===== src/rtl/or_reduce_pipe_if.sv =====
// Handshake bundle for or_reduce_pipe: stimulus in, reduced result out.
// The master drives the vector and controls; the slave returns result flags.
interface or_reduce_pipe_if #(
  parameter int WIDTH = 11
);
  logic             CE;
  logic [WIDTH-1:0] A;
  logic             VI;
  logic             CLR;
  logic             Z0;
  logic             VO;
  logic             ZS;

  modport master (
    output CE, A, VI, CLR,
    input  Z0, VO, ZS
  );

  modport slave (
    input  CE, A, VI, CLR,
    output Z0, VO, ZS
  );
endinterface


===== src/rtl/or_reduce_pipe.sv =====
// Pipelined GROUP-ary OR/NOR reduction tree with a valid chain
// and a sticky hit flag; one register after every tree level.
module or_reduce_pipe #(
  parameter int WIDTH = 11,
  parameter int GROUP = 4,
  parameter bit INV   = 1'b0
) (
  input logic             CK,
  input logic             CDN,
  or_reduce_pipe_if.slave bus
);

  function automatic int f_lw(int w, int g, int l);
    int r;
    r = w;
    for (int i = 0; i < l; i++) r = (r + g - 1) / g;
    return r;
  endfunction

  function automatic int f_lat(int w, int g);
    int r;
    int n;
    r = w;
    n = 0;
    do begin
      r = (r + g - 1) / g;
      n++;
    end while (r > 1);
    return n;
  endfunction

  localparam int LAT = f_lat(WIDTH, GROUP);

  logic [WIDTH-1:0] r_lvl [LAT];
  logic [WIDTH-1:0] w_src [LAT];
  logic [WIDTH-1:0] w_nxt [LAT];
  logic [LAT-1:0]   r_v;
  logic             r_zs;
  logic             w_hit;

  always_comb begin
    w_src[0] = bus.A;
    for (int l = 1; l < LAT; l++) w_src[l] = r_lvl[l-1];
  end

  // Bits past a level's live width stay 0, which doubles as group padding.
  always_comb begin
    for (int l = 0; l < LAT; l++) begin
      w_nxt[l] = '0;
      for (int j = 0; j < WIDTH; j++) begin
        if (j < f_lw(WIDTH, GROUP, l))
          w_nxt[l][j/GROUP] = w_nxt[l][j/GROUP] | w_src[l][j];
      end
    end
    w_nxt[LAT-1][0] = w_nxt[LAT-1][0] ^ INV;
  end

  always_ff @(posedge CK or negedge CDN) begin
    if (!CDN) begin
      for (int l = 0; l < LAT; l++) r_lvl[l] <= '0;
      r_v <= '0;
    end else if (bus.CE) begin
      for (int l = 0; l < LAT; l++) r_lvl[l] <= w_nxt[l];
      r_v[0] <= bus.VI;
      for (int l = 1; l < LAT; l++) r_v[l] <= r_v[l-1];
    end
  end

  assign w_hit = r_v[LAT-1] & r_lvl[LAT-1][0];

  // A hit outranks a simultaneous clear so no event is lost.
  always_ff @(posedge CK or negedge CDN) begin
    if (!CDN) begin
      r_zs <= 1'b0;
    end else if (bus.CE) begin
      if (w_hit)        r_zs <= 1'b1;
      else if (bus.CLR) r_zs <= 1'b0;
    end
  end

  assign bus.Z0 = r_lvl[LAT-1][0];
  assign bus.VO = r_v[LAT-1];
  assign bus.ZS = r_zs;

endmodule


===== src/flat_wrapper.sv =====
// flat-port wrapper written by rule: the top's interface ports become plain ports
module or_reduce_pipe_flat 
#(
  parameter int WIDTH = 11,
  parameter int GROUP = 4,
  parameter bit INV   = 1'b0
)
  (CK, CDN, bus_CE, bus_A, bus_VI, bus_CLR, bus_Z0, bus_VO, bus_ZS);
  or_reduce_pipe_if #(.WIDTH(WIDTH)) bus_i ();
  input logic CK;
  input logic CDN;
  input wire logic [$bits(bus_i.CE)-1:0] bus_CE;
  input wire logic [$bits(bus_i.A)-1:0] bus_A;
  input wire logic [$bits(bus_i.VI)-1:0] bus_VI;
  input wire logic [$bits(bus_i.CLR)-1:0] bus_CLR;
  output wire logic [$bits(bus_i.Z0)-1:0] bus_Z0;
  output wire logic [$bits(bus_i.VO)-1:0] bus_VO;
  output wire logic [$bits(bus_i.ZS)-1:0] bus_ZS;
  assign bus_i.CE = bus_CE;
  assign bus_i.A = bus_A;
  assign bus_i.VI = bus_VI;
  assign bus_i.CLR = bus_CLR;
  assign bus_Z0 = bus_i.Z0;
  assign bus_VO = bus_i.VO;
  assign bus_ZS = bus_i.ZS;
  or_reduce_pipe #(.WIDTH(WIDTH), .GROUP(GROUP), .INV(INV)) u_core (.CK(CK), .CDN(CDN), .bus(bus_i));
endmodule

===== config.mk =====
export PLATFORM = sky130hd
export DESIGN_NAME = or_reduce_pipe_flat
export DESIGN_NICKNAME = d
export VERILOG_FILES = /design/src/rtl/or_reduce_pipe_if.sv /design/src/rtl/or_reduce_pipe.sv /design/src/flat_wrapper.sv
export SDC_FILE = /design/constraint.sdc
export NUM_CORES = 1
export LEC_CHECK = 0
export BUFFER_PORTS_ARGS = -buffer_cell sky130_fd_sc_hd__buf_2
export CORE_AREA = 2 2 39 41
export DETAILED_ROUTE_END_ITERATION = 10
export DIE_AREA = 0 0 41 43
export PLACE_DENSITY_LB_ADDON = 0.2
export SYNTH_ARGS = -nofsm -noshare
export SYNTH_HDL_FRONTEND = slang
export SYNTH_SLANG_ARGS = --single-unit
export TNS_END_PERCENT = 30

===== constraint.sdc =====
create_clock -name CK -period 0.8 [get_ports CK]
set_input_delay 0.16 -clock CK [delete_from_list [all_inputs] [get_ports CK]]
set_output_delay 0.16 -clock CK [all_outputs]
set_load 0.005 [all_outputs]

==> reports/metrics.yaml, run 1 <==
grt_antenna_before_repair: 0
rr_worst_depth: 2
synth_area_leaders: "dfrtp_1 62%, mux2_2 8.0%, a21oi_1 7.1%"
cts_made_buffers: 3
ir_drop_mv: 0.801
first_pass_iters: 2
report.final.slew_viol_count: 0
chipHeight_um: 43
synth_seq_cells: 7
drive_above_1_share: 0.580
grt_use_total: 0.0727
htreeDepth: 1
violations: "negative setup slack"
tns_ns: -0.426
io_buffers: 18
core_area_mm2: 0.00138
hold_slack_ns: 0.145
place.gp.congestion: 0.589
powerDensity_mw_per_mm2: 1870
min_path_cells: 2
critPathMaxFanout: 2
relSlewSlack: 0.825
clockBufferDepth: 2
grt_overflow: 0
drcViolationCount: 0
hold_viol_final: 0
setup_ws_ns: -0.107
fin_worst_skew_ns: 0.00490
fillers: 148
drv_cap: 0
io_pins: 19
wl_per_cell_um: 8.48
syn_inst: 24
worst_ep_arrival_time_ns: 0.75
rows: 14
path_class: "flop to output port"
cts_sinks: 7
ys_top_cells_by_count: "7 x dfrtp_1, 4 x a21oi_1, 4 x nor2_1"
status: "finished, violations left"
synth_nets: 40
grt_pass1_wl_um: 779
synth-warning-count: 0
period_minus_slack_ns: 0.907
fmax_mhz: 1100
yosysMostFrequentCell: "dfrtp_1"
die_area_mm2: 0.00176
r2r_slack_ns: -0.07
path_depth: 1
slowest_delay_ns: 0.37
r2r_start: "u_core.r_v[1]"
p_leak_nw: 0.204
multi_input_area_um2: 101
ys.flop_type: "dfrtp_1"
initial_core_util: 0.204
rr_endpoint: "u_core.r_v[1]"
antenna_left: 0
regArea_um2: 175
hpwl_um: 433
cp_slowest_cell: "dfrtp_1"
hold_path.class: "input pin to flop"
yosys.area.top_type: "dfrtp_1"
n_antenna_cell: 0
die_w_um: 41
area.growth.synth_to_final_pct: 60.2
routed_via_density: 4.24
clk_latency_ns: 0.25
drt-total-wl_um: 560
final_nets: 67
synth_top_area_frac: 0.619
worst_setup_path_start_kind: "flop"
yosysSeqAreaShare: 0.619
whs_endpoint: "u_core.r_v[0]"
cts_tree: "built"
grt_pass1_vias: 200
first_iter_violations: 3
endpoint_kind: "output port"
ys_types: 9
final_core_utilization: 0.327
grt_setup_unrepaired: "true"
synth_edf_count: 0
syn_avg_cell_area_um2: 11.8
synthArstFlopShare: 1.00
min_from: "bus_VI"
ctsRootBufferMaster: "clkbuf_4"
fin_crit_sh: 1.13
vias: 280
max_slew.worst_pin.slew_ns: 0.260
path_buf_inv: 1
cp_cell_sequence: "buf_2"
synth_area_um2: 283
critical-path-top-delay-family: "flip-flops"
crit_required_ns: 0.64
setup_viol: 5
worst_setup_hold_path_clk_slew_ns: 0.05
grt_max_degree: 9
power by group:
part           total [W]  switching [W]  internal [W]
Sequential      0.000397      0.0000140      0.000383
Clock           0.000318       0.000128      0.000190
Combinational   0.000133      0.0000475     0.0000856
through the flow:
step | worst slack (ns) | power [W] | cells | instance area [um^2]
floorplan | 0.0471 | 0.000445 | 24 | 283
global placement | -0.00379 | 0.000511 | 58 | 389
detailed placement | -0.00823 | 0.000510 | 58 | 389
CTS | -0.127 | 0.000856 | 65 | 440
global route | -0.145 | 0.000915 | 66 | 453
finish | -0.107 | 0.000848 | 66 | 453
sequential cells by signal, indices dropped and copies added, names as in the netlist:
name	count
u_core.bus.Z0	1
u_core.r_v	2
u_core.bus.ZS	1
u_core.r_lvl	3
worst max path at each step:
stage,from,endpoint,slack (ns)
after CTS,u_core.r_v[1],bus_VO,-0.13
after global routing,u_core.r_v[1],bus_VO,-0.15
after detailed placement,bus_A[5],u_core.r_lvl[12],-0.008
after global placement,bus_A[5],u_core.r_lvl[12],-0.004
final,u_core.r_v[1],bus_VO,-0.11
after floorplan,u_core.r_v[1],u_core.r_v[1],0.05
cells in the final DEF (no fill, tap or decap):
cell type | Yosys | layout
nor3_1 | 2 | 1
clkbuf_4 | 0 | 3
dfrtp_1 | 7 | 7
clkbuf_1 | 0 | 1
buf_4 | 0 | 4
mux2_2 | 2 | 2
nor2_1 | 4 | 4
a32o_1 | 1 | 1
nor3_2 | 0 | 1
buf_2 | 0 | 18
a21oi_1 | 4 | 4
dlygate4sd3_1 | 0 | 1
nor4_1 | 2 | 2
nand2_2 | 1 | 1
kinds of logic after synthesis:
logic type / Yosys count / share of synthesized area
AOI/OAI and AO/OA: 5 / 0.106
buffers and inverters: 1 / 0.0398
DFF: 7 / 0.619
muxes: 2 / 0.0796
and+or+nand+nor: 9 / 0.155
area by class of cell:
| class | instances | area share |
|---|---|---|
| well taps | 16 | 0.0442 |
| repair buffers | 23 | 0.287 |
| flip-flops and latches | 7 | 0.387 |
| multi-input cells | 16 | 0.224 |
| clock buffers | 4 | 0.0580 |
repair_timing:
action | CTS | global route
endpoints found under the hold margin | 7 | 0
setup endpoints to repair | 3 | 6
hold buffers | 1 | 0
cloned | 0 | 0
gates resized for setup | 0 | 1
setup buffers | 2 | 1
pin swaps | 0 | 1
metal layers:
layer	up-vias	GRT usage	share of wire
met5	-	0	0
met4	0	0.0200	0
met3	0	0.0785	0.13
met2	12	0.0938	0.46
met1	128	0.0787	0.40
li1	140	-	-
Note: power is estimated with default switching activity, not from simulation.
==> run 2, diff against run 1 <==
Settings changed: ABC_AREA from default to 1.
==> reports/metrics.yaml, run 2 <==
drcViolationCount: 0
path_class: "flop to output port"
synth_xor_area_frac: 0
max_slew.worst_pin.slew_ns: 0.158
yosysSeqAreaShare: 0.571
yosys.area.top_type: "dfrtp_1"
chipHeight_um: 43
die_area_mm2: 0.00176
powerDensity_mw_per_mm2: 1810
fin_worst_skew_ns: 0.00106
setup_viol: 3
report.final.slew_viol_count: 0
path_buf_inv: 1
synth_top_family_by_area: "simple AND/OR/NAND/NOR gates"
violations: "negative setup slack"
critPathMaxFanout: 2
regMostFlops: "u_core.r_lvl"
rr_worst_depth: 3
power_w: 0.000842
crit_required_ns: 0.64
clockBufferDepth: 2
cts_made_buffers: 3
regArea_um2: 175
period_minus_slack_ns: 0.896
fillers: 155
pwr-share-seq: 0.477
min_path_cells: 3
fin_crit_sh: 1.12
swShare: 0.224
synth_edf_count: 0
relSlewSlack: 0.895
cp_cell_sequence: "buf_2"
p_switching_w: 0.000189
grt_pass1_wl_um: 1010
synth_area_leaders: "dfrtp_1 57%, nand2_1 21%, nor2_1 12%"
drt-total-wl_um: 613
hpwl_um: 479
intPower_w: 0.000654
place.gp.congestion: 0.699
synth_mux_area_frac: 0
first_iter_violations: 3
synth_area_um2: 307
path_depth: 1
multi_input_area_um2: 116
die_w_um: 41
cp_slowest_cell: "dfrtp_1"
grt_overflow: 0
p_leak_nw: 0.254
io_buffers: 18
cts_tree: "built"
grt_antenna_before_repair: 0
io_pins: 19
grt_max_degree: 10
slowest_delay_ns: 0.37
synth_compound_area_frac: 0.0327
drive_above_1_share: 0.391
clk_latency_ns: 0.24
ys.flop_type: "dfrtp_1"
first_pass_iters: 4
p_clk_frac: 0.360
ys_types: 7
antenna_left: 0
synth_seq_cells: 7
drv_cap: 0
rows: 14
tns_ns: -0.276
hold_path.class: "input pin to flop"
hold_viol_final: 0
grt_use_total: 0.0910
status: "finished, violations left"
post-place-ws_ns: 0.104
synth_nets: 55
routed_via_density: 3.96
setup_ws_ns: -0.0957
largestRegisters: "u_core.r_lvl (3), u_core.r_v (2)"
vias: 317
fmax_mhz: 1120
wl_per_cell_um: 7.66
synth_fa_ha_area_frac: 0
core_area_mm2: 0.00138
grt_pass1_vias: 282
endpoint_kind: "output port"
worst_setup_hold_path_clk_slew_ns: 0.05
critical-path-top-delay-family: "flip-flops"
synth_top_area_frac: 0.571
cts_sinks: 7
ctsRootBufferMaster: "clkbuf_4"
area.growth.synth_to_final_pct: 51.4
largest_reg_flops: 3
final_common_cell: "buf_2"
final_nets: 81
initial_core_util: 0.222
worst_ep_arrival_time_ns: 0.74
syn_inst: 39
syn_avg_cell_area_um2: 7.86
grt_setup_unrepaired: "true"
final_cell_mix: "18 x buf_2, 17 x nand2_1, 10 x nor2_1"
yosysMostFrequentCell: "nand2_1"
synth-warning-count: 0
ys_top_cells_by_count: "17 x nand2_1, 10 x nor2_1, 7 x dfrtp_1"
worst_setup_path_start_kind: "flop"
synthArstFlopShare: 1.00
n_antenna_cell: 0
htreeDepth: 1
ir_drop_mv: 0.673
yosys.area_share.simple: 0.347
p_comb_frac: 0.163
-- run 2: cell count changes in the layout (fill, tap and decap cells not counted), sizes merged, moves of 2 or more --
cell	delta
nor2	+6
mux2	-2
nand2	+16
a21oi	-2
nor4	-2
nor3	-2
-- run 2: layout make-up --
class / count / share of cell area
flip-flops and latches: 7 / 0.377
repair buffers: 22 / 0.264
multi-input cells: 30 / 0.251
clock buffers: 4 / 0.0566
well taps: 16 / 0.0431
inverters: 1 / 0.00809
-- run 2: power by group through the flow --
stage	Sequential, W	Combinational [W]	Clock (W)
floorplan	0.000409	0.0000516	0
global placement	0.000410	0.000113	0
detailed placement	0.000409	0.000113	0
CTS	0.000402	0.000129	0.000318
global route	0.000405	0.000162	0.000345
finish	0.000402	0.000138	0.000303
-- run 2: logic make-up (layout without fill, tap and decap cells) --
logic type,after synthesis,in the layout
buffers and inverters,2,27
AOI/OAI and AO/OA,2,2
and+or+nand+nor,28,28
DFF,7,7
-- run 2: through the flow --
stage	utilization	hold slack (ns)	cells	instance area, um^2
6_report	0.335	0.131	80	464
5_1_grt	0.335	0.141	80	464
3_3_place_gp	0.293	0.00339	72	405
2_1_floorplan	-	-0.136	39	307
3_5_place_dp	0.293	0.00300	72	405
4_1_cts	0.330	0.132	79	457
-- run 2: timing repair --
action	CTS	global route
gates cloned	0	0
setup buffers	2	1
hold endpoints to repair	7	0
hold buffers	1	0
resized for setup	0	0
setup endpoints to repair	3	3
-- run 2: worst paths after layout --
path | startpoint | endpoint | slack (ns)
setup reg to reg | u_core.bus.Z0 | u_core.bus.Z0 | 0.05
min in group asynchronous | CDN | u_core.r_lvl[11] | 0.28
hold / removal | bus_VI | u_core.r_v[0] | 0.13
setup / recovery | u_core.bus.Z0 | bus_Z0 | -0.1
max in group asynchronous | CDN | u_core.r_v[0] | 0.37
hold reg to reg | u_core.r_lvl[11] | u_core.r_lvl[11] | 0.48
-- run 2: metal layers --
metal  vias to the layer above  share of wire  track usage
met5                         -              0            0
met4                         0          0.031        0.100
met3                         2          0.082       0.0314
met2                        15           0.40        0.116
met1                       133           0.48        0.105
li1                        167              -            -
==> run 3, diff against run 2 <==
Settings changed: CORE_AREA 2 2 39 41 to 3 3 40 42, DIE_AREA 0 0 41 43 to 0 0 43 45, PLACE_DENSITY from default to 0.47, PLACE_DENSITY_LB_ADDON 0.2 to default.
==> reports/metrics.yaml, run 3 (same netlist as run 2, synthesis figures left out) <==
fillers: 144
place.gp.congestion: 0.712
worst_ep_arrival_time_ns: 0.75
cts_tree: "built"
p_switching_w: 0.000207
endpoint_kind: "output port"
cp_cell_sequence: "buf_2"
violations: "negative setup slack"
regMostFlops: "u_core.r_lvl"
p_clk_frac: 0.372
met3_usage: 0.0757
grt_antenna_before_repair: 0
slowest_delay_ns: 0.38
routed_via_density: 3.90
clockBufferDepth: 2
swShare: 0.240
powerDensity_mw_per_mm2: 1860
period_minus_slack_ns: 0.909
hold_path.class: "input pin to flop"
cts_sinks: 7
grt_use_total: 0.0805
cts_resized: 0
core_area_mm2: 0.00128
multi_input_area_um2: 116
grt_pass1_wl_um: 1060
p_comb_frac: 0.161
use_met1: 0.0788
grt_max_degree: 10
chipHeight_um: 45
initial_core_util: 0.239
status: "finished, violations left"
path_class: "flop to output port"
fin_cells: 79
io_pins: 19
path_buf_inv: 1
crit_required_ns: 0.64
cts_made_buffers: 3
drv_cap: 0
first_pass_iters: 4
first_iter_violations: 1
max_slew.worst_pin.slew_ns: 0.171
ctsRootBufferMaster: "clkbuf_4"
placedCellCount: 71
htreeDepth: 1
pwr-share-seq: 0.467
dpl_cell_area_um2: 404
cp_slowest_cell: "dfrtp_1"
met2_usage: 0.117
intPower_w: 0.000654
tns_ns: -0.314
largest_reg_flops: 3
hpwl_um: 543
setup_ws_ns: -0.109
drive_above_1_share: 0.391
grt_setup_unrepaired: "true"
final_nets: 81
grt_overflow: 0
final_common_cell: "buf_2"
final_cell_mix: "18 x buf_2, 17 x nand2_1, 10 x nor2_1"
die_area_mm2: 0.00194
relSlewSlack: 0.886
drt-total-wl_um: 698
n_antenna_cell: 0
drcViolationCount: 0
final_cell_area_um2: 463
grt_pass1_vias: 284
vias: 308
rows: 13
worst_setup_path_start_kind: "flop"
setup_viol: 3
power_w: 0.000861
largestRegisters: "u_core.r_lvl (3), u_core.r_v (2)"
ir_drop_mv: 1.15
critical-path-top-delay-family: "flip-flops"
fmax_mhz: 1100
post-place-ws_ns: 0.0994
wl_per_cell_um: 8.84
io_buffers: 18
area.growth.synth_to_final_pct: 51.0
antenna_left: 0
critPathMaxFanout: 2
regArea_um2: 175
worst_setup_hold_path_clk_slew_ns: 0.05
clk_latency_ns: 0.25
fin_worst_skew_ns: 0.00244
die_w_um: 43
fin_crit_sh: 1.14
hold_viol_final: 0
busiest_layer: "met2"
report.final.slew_viol_count: 0
p_leak_nw: 0.254
[run 3: cell counts in the layout (fill, tap and decap cells not counted)]
Identical to the previous run, type by type.
[run 3: area by class of cell]
type | instances | area share
well taps | 15 | 0.0405
multi-input cells | 30 | 0.251
clock buffers | 4 | 0.0568
flip-flops and latches | 7 | 0.378
repair buffers | 22 | 0.265
inverters | 1 | 0.00811
[run 3: path summary, 6_finish.rpt]
kind	endpoint	start	slack (ns)	cells past startpoint
setup reg to reg	u_core.bus.ZS	u_core.r_v[1]	0.06	3
hold reg to reg	u_core.r_v[0]	u_core.r_v[0]	0.47	2
min in group asynchronous	u_core.r_lvl[13]	CDN	0.27	2
setup / recovery	bus_VO	u_core.r_v[1]	-0.11	1
hold / removal	u_core.r_v[0]	bus_VI	0.12	3
max in group asynchronous	u_core.r_v[0]	CDN	0.37	2
[run 3: timing repair]
item / in CTS / in global routing
setup buffers: 3 / 0
hold endpoints to repair: 7 / 0
hold buffers: 1 / 0
setup endpoints to repair: 3 / 3
[run 3: routing by layer]
| metal | up-vias | share of wire |
|---|---|---|
| li1 | 168 | - |
| met1 | 135 | 0.45 |
| met2 | 5 | 0.50 |
| met3 | 0 | 0.054 |
| met4 | 0 | 0 |
| met5 | - | 0 |
[run 3: power groups by stage]
| stage | Sequential, W | Clock (W) | Combinational, W |
|---|---|---|---|
| final | 0.000402 | 0.000321 | 0.000138 |
| after global placement | 0.000411 | 0 | 0.000113 |
| after global routing | 0.000403 | 0.000375 | 0.000155 |
| after floorplan | 0.000409 | 0 | 0.0000516 |
| after CTS | 0.000401 | 0.000336 | 0.000142 |
| after detailed placement | 0.000410 | 0 | 0.000113 |
[run 3: through the flow]
stage / util / hold WS (ns)
floorplan: - / -0.136
global placement: 0.315 / 0.00430
detailed placement: 0.315 / 0.00666
CTS: 0.360 / 0.116
global route: 0.360 / 0.130
finish: 0.360 / 0.118
